--- config.mk ---
export PLATFORM = sky130hd
export DESIGN_NAME = ttl_mux_scan_ctrl
export DESIGN_NICKNAME = d
export VERILOG_FILES = /design/src/rtl/ttl_mux_scan_ctrl.sv
export SDC_FILE = /design/constraint.sdc
export NUM_CORES = 1
export LEC_CHECK = 0
export CORE_MARGIN = 4
export CORE_UTILIZATION = 55
export DETAILED_ROUTE_END_ITERATION = 10
export PLACE_DENSITY = 0.88
export SLEW_MARGIN = 20
export SYNTH_ARGS = -nofsm -noshare
export SYNTH_HDL_FRONTEND = slang
export SYNTH_SLANG_ARGS = --single-unit
--- constraint.sdc ---
create_clock -name Clk -period 4.2 [get_ports Clk]
set_clock_uncertainty 0.2 [all_clocks]
set_input_delay 0.42 -clock Clk [delete_from_list [all_inputs] [get_ports Clk]]
set_output_delay 0.42 -clock Clk [all_outputs]
set_load 0.05 [all_outputs]
--- src/rtl/ttl_mux_scan_ctrl.sv ---
// Time-shares one WIDTH_IN:1 mux: steps Select, settles, samples Y_in and publishes Data with a Valid pulse.
// Optional Changed output is built when TTL_MUX_SCAN_CHANGED_EN is defined.
//
//  state      | meaning
//  -----------+------------------------------------------------------------
//  ST_IDLE    | no scan; mux disabled, Select parked at 0, waits for Start
//  ST_SETTLE  | mux enabled on channel Select, waiting SETTLE_CYCLES
//  ST_SAMPLE  | one cycle; Y_in captured into shadow[Select] at its closing edge
//  ST_DONE    | one cycle; Data freshly updated, Valid high, mux disabled
module ttl_mux_scan_ctrl #(
   parameter int WIDTH_IN      = 8,
   parameter int WIDTH_SELECT  = $clog2(WIDTH_IN),
   parameter int SETTLE_CYCLES = 1
) (
   input  logic                    Clk,
   input  logic                    Clear_bar,
   input  logic                    Start,
   input  logic                    Continuous,
   input  logic                    Y_in,
   output logic [WIDTH_SELECT-1:0] Select,
   output logic                    Enable_bar,
   output logic [WIDTH_IN-1:0]     Data,
   output logic                    Valid,
`ifdef TTL_MUX_SCAN_CHANGED_EN
   output logic                    Changed,
`endif
   output logic                    Busy
);

   typedef enum logic [1:0] {ST_IDLE, ST_SETTLE, ST_SAMPLE, ST_DONE} state_t;

   localparam int CNT_W = (SETTLE_CYCLES > 1) ? $clog2(SETTLE_CYCLES) : 1;
   localparam logic [CNT_W-1:0]        CNT_LAST = CNT_W'(SETTLE_CYCLES - 1);
   localparam logic [WIDTH_SELECT-1:0] SEL_LAST = WIDTH_SELECT'(WIDTH_IN - 1);

   state_t                  state_q, state_d;
   logic [CNT_W-1:0]        cnt_q, cnt_d;
   logic [WIDTH_SELECT-1:0] sel_q, sel_d;
   logic [WIDTH_IN-1:0]     shadow_q, shadow_d;
   logic [WIDTH_IN-1:0]     data_q, data_d;

   always_ff @(posedge Clk or negedge Clear_bar) begin
      if (!Clear_bar) begin
         state_q  <= ST_IDLE;
         cnt_q    <= '0;
         sel_q    <= '0;
         shadow_q <= '0;
         data_q   <= '0;
      end else begin
         state_q  <= state_d;
         cnt_q    <= cnt_d;
         sel_q    <= sel_d;
         shadow_q <= shadow_d;
         data_q   <= data_d;
      end
   end

   always_comb begin
      state_d  = state_q;
      cnt_d    = cnt_q;
      sel_d    = sel_q;
      shadow_d = shadow_q;
      data_d   = data_q;
      unique case (state_q)
         ST_IDLE: begin
            sel_d = '0;
            cnt_d = '0;
            if (Start) state_d = ST_SETTLE;
         end
         ST_SETTLE: begin
            if (cnt_q == CNT_LAST) begin
               cnt_d   = '0;
               state_d = ST_SAMPLE;
            end else begin
               cnt_d = cnt_q + CNT_W'(1);
            end
         end
         ST_SAMPLE: begin
            shadow_d[sel_q] = Y_in;
            cnt_d           = '0;
            // Last channel publishes shadow including the bit captured this cycle.
            if (sel_q == SEL_LAST) begin
               data_d  = shadow_d;
               state_d = ST_DONE;
            end else begin
               sel_d   = sel_q + WIDTH_SELECT'(1);
               state_d = ST_SETTLE;
            end
         end
         ST_DONE: begin
            sel_d   = '0;
            cnt_d   = '0;
            state_d = Continuous ? ST_SETTLE : ST_IDLE;
         end
         default: state_d = ST_IDLE;
      endcase
   end

   assign Select     = sel_q;
   assign Enable_bar = !((state_q == ST_SETTLE) || (state_q == ST_SAMPLE));
   assign Valid      = (state_q == ST_DONE);
   assign Busy       = (state_q != ST_IDLE);
   assign Data       = data_q;

`ifdef TTL_MUX_SCAN_CHANGED_EN
   logic changed_q;

   // Difference is latched on the same edge Data updates, so it lines up with Valid.
   always_ff @(posedge Clk or negedge Clear_bar) begin
      if (!Clear_bar)
         changed_q <= 1'b0;
      else if ((state_q == ST_SAMPLE) && (sel_q == SEL_LAST))
         changed_q <= (data_d != data_q);
   end

   assign Changed = changed_q && Valid;
`endif

endmodule

# --- After elaboration in Yosys (flattened, before gate mapping) ---
# Index checks and enable logic that the tools add are counted.
# W data, S select, Z words.
totals:
  regBits: 22
  elab_cells: 39
  out_inout_bits: 14
  input_bits: 5
op_classes:
  n_eq_ne: 7
  n_reduce_logical: 11
  order_cmp: 2
  add_sub_neg: 2
  mux: 12
ops:
  columns: ["cell", "count"]
  rows:
  - ["$bwmux W8", 1]
  - ["$pmux W2 S4", 1]
  - ["$mux W2", 3]
  - ["$ne A2 B2 Y1 const B", 3]
  - ["$pmux W3 S2", 1]
  - ["$reduce_and A2 Y1", 3]
  - ["$eq A2 B2 Y1 const B", 2]
  - ["$lt A3 B4 Y1 const B", 1]
  - ["$reduce_bool A2 Y1", 2]
  - ["$add A3 B1 Y3 const B", 1]
  - ["$demux W1 S3", 1]
  - ["$eq A3 B3 Y1 const B", 1]
  - ["$ge A3 B1 Y1 const B", 1]
  - ["$mux W1", 3]
  - ["$mux W3", 1]
  - ["$reduce_or A3 Y1", 1]
  - ["$eq A2 B1 Y1 const B", 1]
  - ["$logic_not A2 Y1", 1]
  - ["$pmux W1 S2", 1]
  - ["$reduce_or A2 Y1", 1]
  - ["$add A1 B1 Y1 const B", 1]
  - ["$logic_and A1 B1 Y1", 1]
  - ["$logic_not A1 Y1", 1]
  - ["$logic_or A1 B1 Y1", 1]

# --- Logic depth before layout (Yosys ltp) ---
# Gate-level depths: netlist (run 1).
logic_depth:
  depth_word: 5
  mapped_depth: 8
  ltp_nobuf: 5

# --- Worst setup path after synthesis (run 1) ---
# No wires, ideal clock.
synth_timing:
  path_type: "register to register"
  from: "register sel_q[0] (netlist: Select[0])"
  to: "register data_q[4] (netlist: Data[4])"
  path_stages_with_launch: 8
  period_less_slack_ns: 2.035
  path_buffers: 2
  arrival_time_ns: 1.712
  required_time_ns: 3.877
  slack_ns: 2.165
  setup_ns: 0.123
  cell_sequence: "dfrtp_1 > ha_1 > ha_1 > and2_1 > buf_4 > buf_6 > nor2_1 > a21oi_1"
synth_between:
  elab_chain_len: 5
  elab_cells_between_ends: 8
  classes_between: "order compare: 2; eq/ne: 1; mux: 3; reduce/logical: 2"
synth_rtl:
  columns: ["item", "line", "rtl"]
  rows:
  - ["start, declared", "38", "logic [WIDTH_SELECT-1:0] sel_q, sel_d;"]
  - ["start signal, assigned", "52", "sel_q <= sel_d;"]
  - ["$lt A3 B4 Y1 (implied by the code) or $ge A3 B1 Y1 (tied branches)", "79", "shadow_d[sel_q] = Y_in;"]
  - ["$logic_and A1 B1 Y1 (implied by the code)", "79", null]
  - ["$mux W1 (implied by the code)", "79", null]
  - ["$demux W1 S3", "79", null]
  - ["$bwmux W8", "79", null]
  - ["end signal, assigned", "54", "data_q <= data_d;"]
  - ["end, declared", "40", "logic [WIDTH_IN-1:0] data_q, data_d;"]
# Several ways; a longest one is shown, not always the timed one.
# A chain may end at the register's enable or synchronous reset.

# --- Worst setup path after layout (run 1) ---
layout_timing:
  from: "register state_q[0]"
  to: "output Enable_bar"
layout_between:
  elab_chain_len: 3
  elab_cells_between_ends: 4
  classes_between: "eq/ne: 2; reduce/logical: 2"
layout_rtl:
  columns: ["item", "line", "rtl"]
  rows:
  - ["start, declared", "36", "state_t state_q, state_d;"]
  - ["start signal, assigned", "50", "state_q <= state_d;"]
  - ["$eq A2 B1 Y1 or $eq A2 B2 Y1 (tied branches)", "100", "assign Enable_bar = !((state_q == ST_SETTLE) || (state_q == ST_SAMPLE));"]
  - ["$logic_or A1 B1 Y1 *", "100", null]
  - ["$logic_not A1 Y1 *", "100", null]
  - ["end, declared", "21", "output logic Enable_bar,"]
# Mark *: on every way between the ends. The rest lies on a longest branch, timed or not.

==> summary.md, run 1 <==
| Metric | Value |
|---|---|
| Post-placement cell area | around 0.0014 mm^2 |
| Vertical die dimension | about 56 um |
| Global-route wire length before repair | about 3600 um |
| Peak Freq | 377 MHz |
| Finished Core Util | 0.640 |
| Synth Instances | 110 |
| Measured slew at the worst slew-check pin | 0.937 ns |
| Crit end category | output port |
| Post-route clock period utilization | 0.632 |
| CTS Hold Bufs | 0 |
| Synth-to-Final Area Change | 11.9% |
| GRT Overall Usage | 0.144 |
| Number of enable-type register cells in the synthesized netlist | 0 |
| Post-synthesis cell area | 0.00125 mm^2 |
| Post-Synthesis Mean Instance Area | roughly 11 um^2 |
| Boundary Pins | 19 |
| Via count of the first global-routing pass | 791 |
| Path category of the worst min-delay check | reg -> reg |
| Final max-slew violation count | 0 |
| Number of levels the H-tree was split into | 1 |
| Starting density of the core | 0.572 |
| CP most frequent cell | inv_1 |
| Cell total after placement | 147 |
| Weighted congestion reported at the end of routability-driven placement | ~0.84 |
| Via count | 830 |
| Peak supply drop | between 0.4 and 0.5 mV |
| Fin. Hold Viols | 0 |
| Total of flip-flops plus latches after synthesis | 21 |
| Sequential share of the synthesized area | 0.419 |
| Setup repair after global routing missed its margin | false |
| Peak per-stage delay on the critical path | 0.79 ns |
| Die outline area | just over 0.003 mm^2 |
| Fraction of synthesized cell area taken by the top area cell type | 0.419 |
| Fin Setup TNS | 0 ns |
| Distinct cell type count of the synthesized netlist | 31 |
| Grt ovf | 0 |
| Total core area | 0.00219 mm^2 |
| Min Tclk post-route | 2.65 ns |
| Synth Net Count | 121 |
| RR Startpoint | Select[1] |
| Post-DRT Antenna Nets | 0 |
| Final instance count without filler cells | 151 |
| Row cnt | 17 |
| Quantity of I/O buffers inserted on ports | 18 |
| Setup slack, reg-to-reg | 1.92 ns |
| Final setup fails | 0 |
| Hold path startpoint | shadow_q[4] |
| Via density per instance | 5.50 |
| Cell Chain, Critical Path | inv_1 -> ha_1 -> inv_1 -> clkdlybuf4s50_1 |
| Clock insertion delay at the later pin of the skew report | 0.29 ns |
| Wire per inst | 13.3 um |
| Leading area contributor after synthesis | dfrtp_1 |
| Hold-critical path endpoint | shadow_q[4] |
| FF-to-FF End | Data[6] |
| Normalized max-slew margin | 0.373 |
| Result of the run | complete, no violations |
| Clock tree root buffer cell | clkbuf_4 |
| Cell area power density | 540 mW/mm^2 |
| CP startpoint kind | register |
| Antenna violations before repair | 0 |
| Dominant cells by area after synthesis | dfrtp_1 (42%), mux2i_1 (8.8%), ha_1 (6.0%), buf_6 (5.4%), nor3b_2 (4.0%) |
| Worst reg2reg path depth | 5 |
| X dimension of the die | between 50 and 60 um |
| Number of warnings printed during yosys synthesis | 0 |
| Final design area excluding fillers | 0.00140 mm^2 |
| Number of buffers inserted to repair setup after CTS | 0 |
| Share of synthesized registers carrying an async set or reset | 1.00 |
| Routed wire length | 2010 um |
| Resize count post-CTS | 0 |
| Violation count after the first detailed-route iteration | 13 |
| CTS max path bufs | 2 |
| Register clock-pin slew on the reported worst setup and hold paths | 0.12 ns |
| P_leak | roughly 0.64 nW |
| Critical Path Slowest Stage Cell | clkdlybuf4s50_1 |
| Maximum number of pins on one net before global-route repair | 22 |
| NumNets Final | 135 |
| Worst path required time | 3.58 ns |
| Filler cell count | approximately 170 |
| # clock sinks | 21 |
| Category of the most critical setup path | reg -> out |
| Number of DRC violations after detailed routing | 0 |
| Commonest cells after routing, fill and taps aside | dfrtp_1 (21), clkdlybuf4s50_1 (18), mux2i_1 (11), nor2_1 (9), a21oi_1 (9) |
| HPWL Detailed | 1460 um |
| Arrival time worst endpoint | approximately 2.0 ns |
| Hold depth | 1 |
| Fraction of layout cells with a size suffix above 1 | 0.138 |
| Detailed-routing iteration count for the pre-antenna-repair pass | 4 |
| CTS tree | done |
| Worst Path Max Fanout | 5 |
| Most common cell after layout, fill and taps aside | dfrtp_1 |
| TritonCTS Buffers | 3 |
| Primary FF master, synth | dfrtp_1 |
| Power consumption | 0.000757 W |
| Max_cap viols | 0 |
| Count of antenna diodes in the layout | 0 |
[kinds of logic after synthesis]
family                   after synthesis  share of synthesized area
AND/OR/NAND/NOR                       35                      0.194
flip-flops                            21                      0.419
multiplexers                          19                      0.169
AO/OA/AOI/OAI                         16                     0.0719
buffers and inverters                 13                     0.0868
adder cells (fa/ha/maj)                6                     0.0599
[cell usage after synthesis (all sizes together) (3+ instances only)]
cell and instances:
dfrtp 21, mux2i 11, a21oi 9, nor2 9, buf 8, mux2 8, ha 6, nand2 6
nor3b 5, inv 4, nand4b 3, nor3 3
[flip-flops by register name, indices dropped and copies added (netlist names)]
signal	count
Select	3
Data	8
shadow_q	8
state_q	2
[stage by stage]
| stage | worst slack [ns] | hold WS (ns) |
|---|---|---|
| 2_1_floorplan | 2.17 | -0.0756 |
| 3_3_place_gp | 1.92 | 0.270 |
| 3_5_place_dp | 1.87 | 0.274 |
| 4_1_cts | 1.53 | 0.302 |
| 5_1_grt | 1.41 | 0.319 |
| 6_report | 1.55 | 0.303 |
[metal layers]
layer  vias up  global-route usage  part of all wire
met5         -                   0                 0
met4         0              0.0417            0.0070
met3         2              0.0278             0.016
met2         6               0.253              0.54
met1       411               0.179              0.44
li1        411                   -                 -
[worst max path at each step]
| stage | start | to | slack, ns | cells past startpoint |
|---|---|---|---|---|
| after global routing | state_q[0] | Enable_bar | 1.41 | 4 |
| after floorplan | Select[0] | Data[4] | 2.17 | 7 |
| after CTS | state_q[0] | Enable_bar | 1.53 | 4 |
| after global placement | state_q[0] | Enable_bar | 1.92 | 4 |
| final | state_q[0] | Enable_bar | 1.55 | 4 |
| after detailed placement | state_q[0] | Enable_bar | 1.87 | 4 |
[worst max-delay path, delay by kind of cell (launching register included)]
| kind | cells | cell delay (ns) |
|---|---|---|
| DFF | 1 | 0.41 |
| adders and majority gates | 1 | 0.37 |
| buffers and inverters | 3 | 0.96 |
[where the power goes]
part           switching [W]  internal (W)   total, W
Sequential         0.0000522      0.000240   0.000292
Clock              0.0000603     0.0000354  0.0000958
Combinational       0.000221      0.000148   0.000369
Total               0.000333      0.000423   0.000757
[area by class of cell]
class / count / area [um^2] / share of cell area
multi-input combinational: 76 / 619 / 0.442
sequential: 21 / 526 / 0.375
timing repair buffer: 18 / 180 / 0.128
tap: 28 / 35.0 / 0.0250
clock buffer: 3 / 22.5 / 0.0161
inverter: 4 / 15.0 / 0.0107
clock inverter: 1 / 5.00 / 0.00357
Power figures use the tool's default switching activity.
==> run 2: changes to the inputs <==
CORE_UTILIZATION = 48   (was 55)
PLACE_DENSITY = 0.82   (was 0.88)
clock period = 2.4 ns   (was 4.2 ns; I/O delays follow)
==> summary.md, run 2 (same netlist as run 1, synthesis figures left out) <==
| Metric | Value |
|---|---|
| Clock insertion delay at the later pin of the skew report | 0.31 ns (was 0.29 ns) |
| Global-route wire length before repair | 3730 um (was 3640 um) |
| Detailed-routing iteration count for the pre-antenna-repair pass | 4 (unchanged) |
| HPWL Detailed | 1590 um (was 1460 um) |
| Maximum number of pins on one net before global-route repair | 22 (unchanged) |
| Cell-internal power | 0.000754 W (was 0.000423 W) |
| Switching power | 0.000602 W (was 0.000333 W) |
| Fraction of layout cells with a size suffix above 1 | 0.188 (was 0.138) |
| Normalized max-slew margin | 0.643 (was 0.373) |
| Grt ovf | 0 (unchanged) |
| Category of the most critical setup path | reg -> out (unchanged) |
| Number of buffers inserted to repair setup after CTS | 0 (unchanged) |
| TritonCTS Buffers | 3 (unchanged) |
| Filler cell count | 216 (was 166) |
| Violation count after the first detailed-route iteration | 16 (was 13) |
| CP startpoint kind | register (unchanged) |
| Fin Setup TNS | 0 ns (unchanged) |
| Peak per-stage delay on the critical path | 0.84 ns (was 0.79 ns) |
| Max_cap viols | 0 (unchanged) |
| Final setup fails | 0 (unchanged) |
| Via count of the first global-routing pass | 815 (was 791) |
| Fin. Hold Viols | 0 (unchanged) |
| Proportion of power drawn by flip-flops and latches | 0.345 (was 0.386) |
| Row cnt | 18 (was 17) |
| Worst path required time | 1.96 ns (was 3.58 ns) |
| NumNets Final | 140 (was 135) |
| Most common cell after layout, fill and taps aside | dfrtp_1 (unchanged) |
| Number of DRC violations after detailed routing | 0 (unchanged) |
| Sw Share | 0.444 (was 0.440) |
| Critical Path Slowest Stage Cell | clkdlybuf4s50_1 (unchanged) |
| Via density per instance | 5.37 (was 5.50) |
| Commonest cells after routing, fill and taps aside | dfrtp_1 (21), clkdlybuf4s50_1 (15), mux2i_1 (11), nor2_1 (9), a21oi_1 (9) (was dfrtp_1 (21), clkdlybuf4s50_1 (18), mux2i_1 (11), nor2_1 (9), a21oi_1 (9)) |
| Cell Chain, Critical Path | buf_4 -> clkdlybuf4s50_1 (was inv_1 -> ha_1 -> inv_1 -> clkdlybuf4s50_1) |
| Vertical die dimension | 59.1 um (was 55.7 um) |
| Quantity of I/O buffers inserted on ports | 18 (unchanged) |
| Antenna violations before repair | 0 (unchanged) |
| Boundary Pins | 19 (unchanged) |
| CTS tree | done (unchanged) |
| Worst reg2reg path depth | 5 (unchanged) |
| Finished Core Util | 0.581 (was 0.640) |
| Peak Freq | roughly 450 MHz |
| Cell area power density | 942 mW/mm^2 (was 540 mW/mm^2) |
| Post-DRT Antenna Nets | 0 (unchanged) |
| Wire per inst | 13.8 um (was 13.3 um) |
| Measured slew at the worst slew-check pin | 0.535 ns (was 0.937 ns) |
| Clock tree root buffer cell | clkbuf_4 (unchanged) |
| Die outline area | 0.00349 mm^2 (was 0.00311 mm^2) |
| Power consumption | 0.00136 W (was 0.000757 W) |
| Total core area | 0.00248 mm^2 (was 0.00219 mm^2) |
| Arrival time worst endpoint | 1.79 ns (was 2.03 ns) |
| Path category of the worst min-delay check | in -> async (was reg -> reg) |
| Setup repair after global routing missed its margin | false (unchanged) |
| Min Tclk post-route | 2.23 ns |
| Worst Path Max Fanout | 16 (was 5) |
| Count of antenna diodes in the layout | 0 (unchanged) |
| Crit end category | output port (unchanged) |
| P_leak | 0.679 nW (was 0.645 nW) |
| Peak supply drop | 0.641 mV (was 0.424 mV) |
| Clock share of power | 0.130 (was 0.127) |
| Via count | 848 (was 830) |
| Register clock-pin slew on the reported worst setup and hold paths | 0.12 ns (about the same) |
| CTS max path bufs | 2 (unchanged) |
| GRT Overall Usage | 0.143 (was 0.144) |
| Fraction of power consumed by combinational cells | 0.525 (was 0.488) |
| Final max-slew violation count | 0 (unchanged) |
| X dimension of the die | 59.1 um (was 55.7 um) |
| Number of levels the H-tree was split into | 1 (unchanged) |
| Synth-to-Final Area Change | 14.9% (was 11.9%) |
| Post-route clock period utilization | 0.930 |
| Weighted congestion reported at the end of routability-driven placement | 0.705 (was 0.844) |
| Starting density of the core | 0.506 (was 0.572) |
| Result of the run | complete, no violations (unchanged) |
| Routed wire length | 2180 um (was 2010 um) |
| # clock sinks | 21 (unchanged) |
run 2: cell count changes in the layout (fill, tap and decap cells not counted), sizes merged:
cell | before | now
clkdlybuf4s50 | 18 | 15
buf | 0 | 7
dlymetal6s2s | 0 | 1
run 2: layer usage:
metal / up-vias / track usage / share of wire
li1: 417 / - / -
met1: 420 / 0.176 / 0.45
met2: 6 / 0.240 / 0.52
met3: 5 / 0.0196 / 0.016
met4: 0 / 0.0777 / 0.020
met5: - / 0 / 0
run 2: final cells by class:
cell class              count  area [um^2]  area share
multi-input cells          76          619       0.430
flip-flops and latches     21          526       0.365
repair buffers             23          215       0.149
well taps                  30         37.5      0.0261
clock buffers               3         22.5      0.0156
inverters                   4         15.0      0.0104
clock inverters             1         5.00     0.00348
run 2: per-stage QoR:
step	instance area, um^2	setup WS (ns)	hold WS [ns]	cells
finish	1440	0.169	0.0498	158
global route	1440	0.0987	0.0741	158
CTS	1440	0.0394	0.0479	158
detailed placement	1410	0.402	0.279	154
global placement	1410	0.460	0.262	154
floorplan	1250	0.365	-0.256	110
run 2: worst paths after layout:
check / start / slack [ns] / to
worst max-delay path: Select[0] / 0.17 / Select[0]
worst min-delay path: Clear_bar / 0.05 / Data[5]
worst max register to register: state_q[0] / 0.42 / Data[6]
worst min register to register: shadow_q[6] / 0.31 / shadow_q[6]
max in group asynchronous: Clear_bar / 1.73 / Select[1]
min in group Clk: shadow_q[6] / 0.31 / shadow_q[6]
run 2: what timing repair did:
action	CTS	global route
endpoints found under the hold margin	0	0
hold buffers	0	0
endpoints found under the setup margin	0	1
gates resized for setup	0	1
run 2: power groups by stage:
stage / Combinational [W] / Clock, W / Sequential (W)
finish: 0.000712 / 0.000176 / 0.000468
global route: 0.000768 / 0.000193 / 0.000481
CTS: 0.000722 / 0.000186 / 0.000468
detailed placement: 0.000722 / 0 / 0.000476
global placement: 0.000702 / 0 / 0.000468
floorplan: 0.000506 / 0 / 0.000528
run 2: worst max-delay path, delay by kind of cell, from the launching register on:
kind / cells / cell delay, ns
flip-flops: 1 / 0.39
buffers and inverters: 2 / 1.08
==> run 3: changes to the inputs <==
CORE_UTILIZATION = 55   (was 48)
CTS_CLUSTER_SIZE = 8   (was default)
DONT_BUFFER_PORTS = 1   (was default)
PLACE_DENSITY = 0.8   (was 0.82)
==> summary.md, run 3 (same netlist as run 1, synthesis figures left out) <==
| Metric | Value |
|---|---|
| Most common cell after layout, fill and taps aside | dfrtp_1 (unchanged) |
| Vertical die dimension | 55.7 um (was 59.1 um) |
| Detailed-routing iteration count for the pre-antenna-repair pass | 3 (was 4) |
| Finished Core Util | 0.588 (was 0.581) |
| Resize count post-CTS | 0 (unchanged) |
| Maximum number of pins on one net before global-route repair | 22 (unchanged) |
| Via count of the first global-routing pass | 796 (was 815) |
| Quantity of I/O buffers inserted on ports | 0 (was 18) |
| Clock insertion delay at the later pin of the skew report | 0.30 ns (was 0.31 ns) |
| # clock sinks | 21 (unchanged) |
| Worst Setup Slack post-DPL | 0.412 ns (was 0.402 ns) |
| Number of DRC violations after detailed routing | 0 (unchanged) |
| Fraction of layout cells with a size suffix above 1 | 0.195 (was 0.188) |
| RR Startpoint | state_q[0] (unchanged) |
| Final max-slew violation count | 0 (unchanged) |
| Measured slew at the worst slew-check pin | 0.545 ns (was 0.535 ns) |
| Final critical-path setup slack | 0.408 ns (was 0.169 ns) |
| NumNets Final | 125 (was 140) |
| Grt ovf | 0 (unchanged) |
| Wire per inst | 15.1 um (was 13.8 um) |
| Commonest cells after routing, fill and taps aside | dfrtp_1 (21), mux2i_1 (11), nor2_1 (9), a21oi_1 (9) (was dfrtp_1 (21), clkdlybuf4s50_1 (15), mux2i_1 (11), nor2_1 (9), a21oi_1 (9)) |
| Fin Setup TNS | 0 ns (unchanged) |
| Peak supply drop | 0.620 mV (was 0.641 mV) |
| Final setup fails | 0 (unchanged) |
| Crit end category | register (was output port) |
| Die outline area | 0.00311 mm^2 (was 0.00349 mm^2) |
| Max_cap viols | 0 (unchanged) |
| Antenna violations before repair | 0 (unchanged) |
| Row cnt | 17 (was 18) |
| Register clock-pin slew on the reported worst setup and hold paths | 0.12 ns (about the same) |
| Starting density of the core | 0.572 (was 0.506) |
| Worst setup path startpoint | state_q[0] (was Select[0]) |
| Min Tclk post-route | 1.99 ns (was 2.23 ns) |
| Count of antenna diodes in the layout | 0 (unchanged) |
| Setup repair after global routing missed its margin | false (unchanged) |
| Worst reg2reg path depth | 5 (unchanged) |
| Weighted congestion reported at the end of routability-driven placement | 0.713 (was 0.705) |
| Hold depth | 3 |
| Peak Freq | 502 MHz (was 448 MHz) |
| Path category of the worst min-delay check | in -> reg (was in -> async) |
| Synth-to-Final Area Change | 2.69% (was 14.9%) |
| Via count | 797 (was 848) |
| X dimension of the die | 55.7 um (was 59.1 um) |
| Clock tree root buffer cell | clkbuf_4 (unchanged) |
| Category of the most critical setup path | reg -> reg (was reg -> out) |
| CTS tree | done (unchanged) |
| Arrival time worst endpoint | 2.02 ns (was 1.79 ns) |
| P_leak | 0.614 nW (was 0.679 nW) |
| Routed wire length | 2140 um (was 2180 um) |
| CTS max path bufs | 2 (unchanged) |
| Post-placement cell area | 0.00122 mm^2 (was 0.00141 mm^2) |
| HPWL Detailed | 1510 um (was 1590 um) |
| Worst path required time | 2.43 ns (was 1.96 ns) |
| Normalized max-slew margin | 0.636 (was 0.643) |
| Number of levels the H-tree was split into | 1 (unchanged) |
| CP startpoint kind | register (unchanged) |
| Fin. Hold Viols | 0 (unchanged) |
| Boundary Pins | 19 (unchanged) |
| GRT Overall Usage | 0.150 (was 0.143) |
| Worst hold slack after final layout | 0.0811 ns (was 0.0498 ns) |
| Post-route clock period utilization | 0.830 (was 0.930) |
| Worst Path Max Fanout | 16 (unchanged) |
| Final design area excluding fillers | 0.00129 mm^2 (was 0.00144 mm^2) |
| Total core area | 0.00219 mm^2 (was 0.00248 mm^2) |
| Cell area power density | 983 mW/mm^2 (was 942 mW/mm^2) |
| Violation count after the first detailed-route iteration | 12 (was 16) |
| Global-route wire length before repair | 3800 um (was 3730 um) |
| Result of the run | complete, no violations (unchanged) |
| Via density per instance | 5.65 (was 5.37) |
| TritonCTS Buffers | 3 (unchanged) |
| Hold path startpoint | Continuous |
| Post-DRT Antenna Nets | 0 (unchanged) |
[run 3: cell types whose count changed in the layout (fill, tap and decap cells not counted)]
| cell | delta |
|---|---|
| buf_2 | +1 |
| buf_4 | -3 |
| clkdlybuf4s50_1 | -15 |
| dlygate4sd3_1 | +3 |
| dlymetal6s2s_1 | -1 |
[run 3: critical path, stage by stage, from the launching register on]
cell	delay [ns]
dfrtp_1	0.43
inv_1	0.13
ha_1	0.38
and2_1	0.52
nor2_1	0.10
a21oi_1	0.16
[run 3: path summary, 6_finish.rpt]
kind | slack, ns | to
worst max-delay path | 0.41 | Data[4]
worst min-delay path | 0.08 | state_q[0]
worst max register to register | 0.41 | Data[4]
worst min register to register | 0.30 | shadow_q[2]
max in group asynchronous | 1.47 | shadow_q[0]
min in group asynchronous | 0.21 | state_q[0]
[run 3: repair_timing]
item / 4_1_cts / 5_1_grt
hold buffers: 3 / 1
setup buffers: 0 / 0
endpoints found under the hold margin: 38 / 21
[run 3: layout make-up]
class                           instances  area [um^2]
Tap cell                               28         35.0
Timing Repair Buffer                    8         65.1
Inverter                                4         15.0
Sequential cell                        21          526
Clock inverter                          1         5.00
Clock buffer                            3         22.5
Fill cell                             188          903
Multi-Input combinational cell         76          619
[run 3: report_power, final]
group	leakage, nW	internal (W)	switching [W]
clock	0.0177	0.0000621	0.000110
sequential	0.251	0.000420	0.0000721
combinational	0.345	0.000199	0.000402
total	0.614	0.000682	0.000584
[run 3: per-stage QoR]
| stage | instances | power, W |
|---|---|---|
| 5_1_grt | 141 | 0.00135 |
| 3_3_place_gp | 133 | 0.00107 |
| 2_1_floorplan | 110 | 0.00103 |
| 4_1_cts | 140 | 0.00128 |
| 6_report | 141 | 0.00127 |
| 3_5_place_dp | 133 | 0.00109 |
[run 3: routing by layer]
layer	routed length, um	track usage	vias to the layer above
li1	-	-	391
met1	959	0.193	394
met2	1100	0.250	8
met3	55	0.0371	4
met4	23	0.0417	0
met5	0	0	-
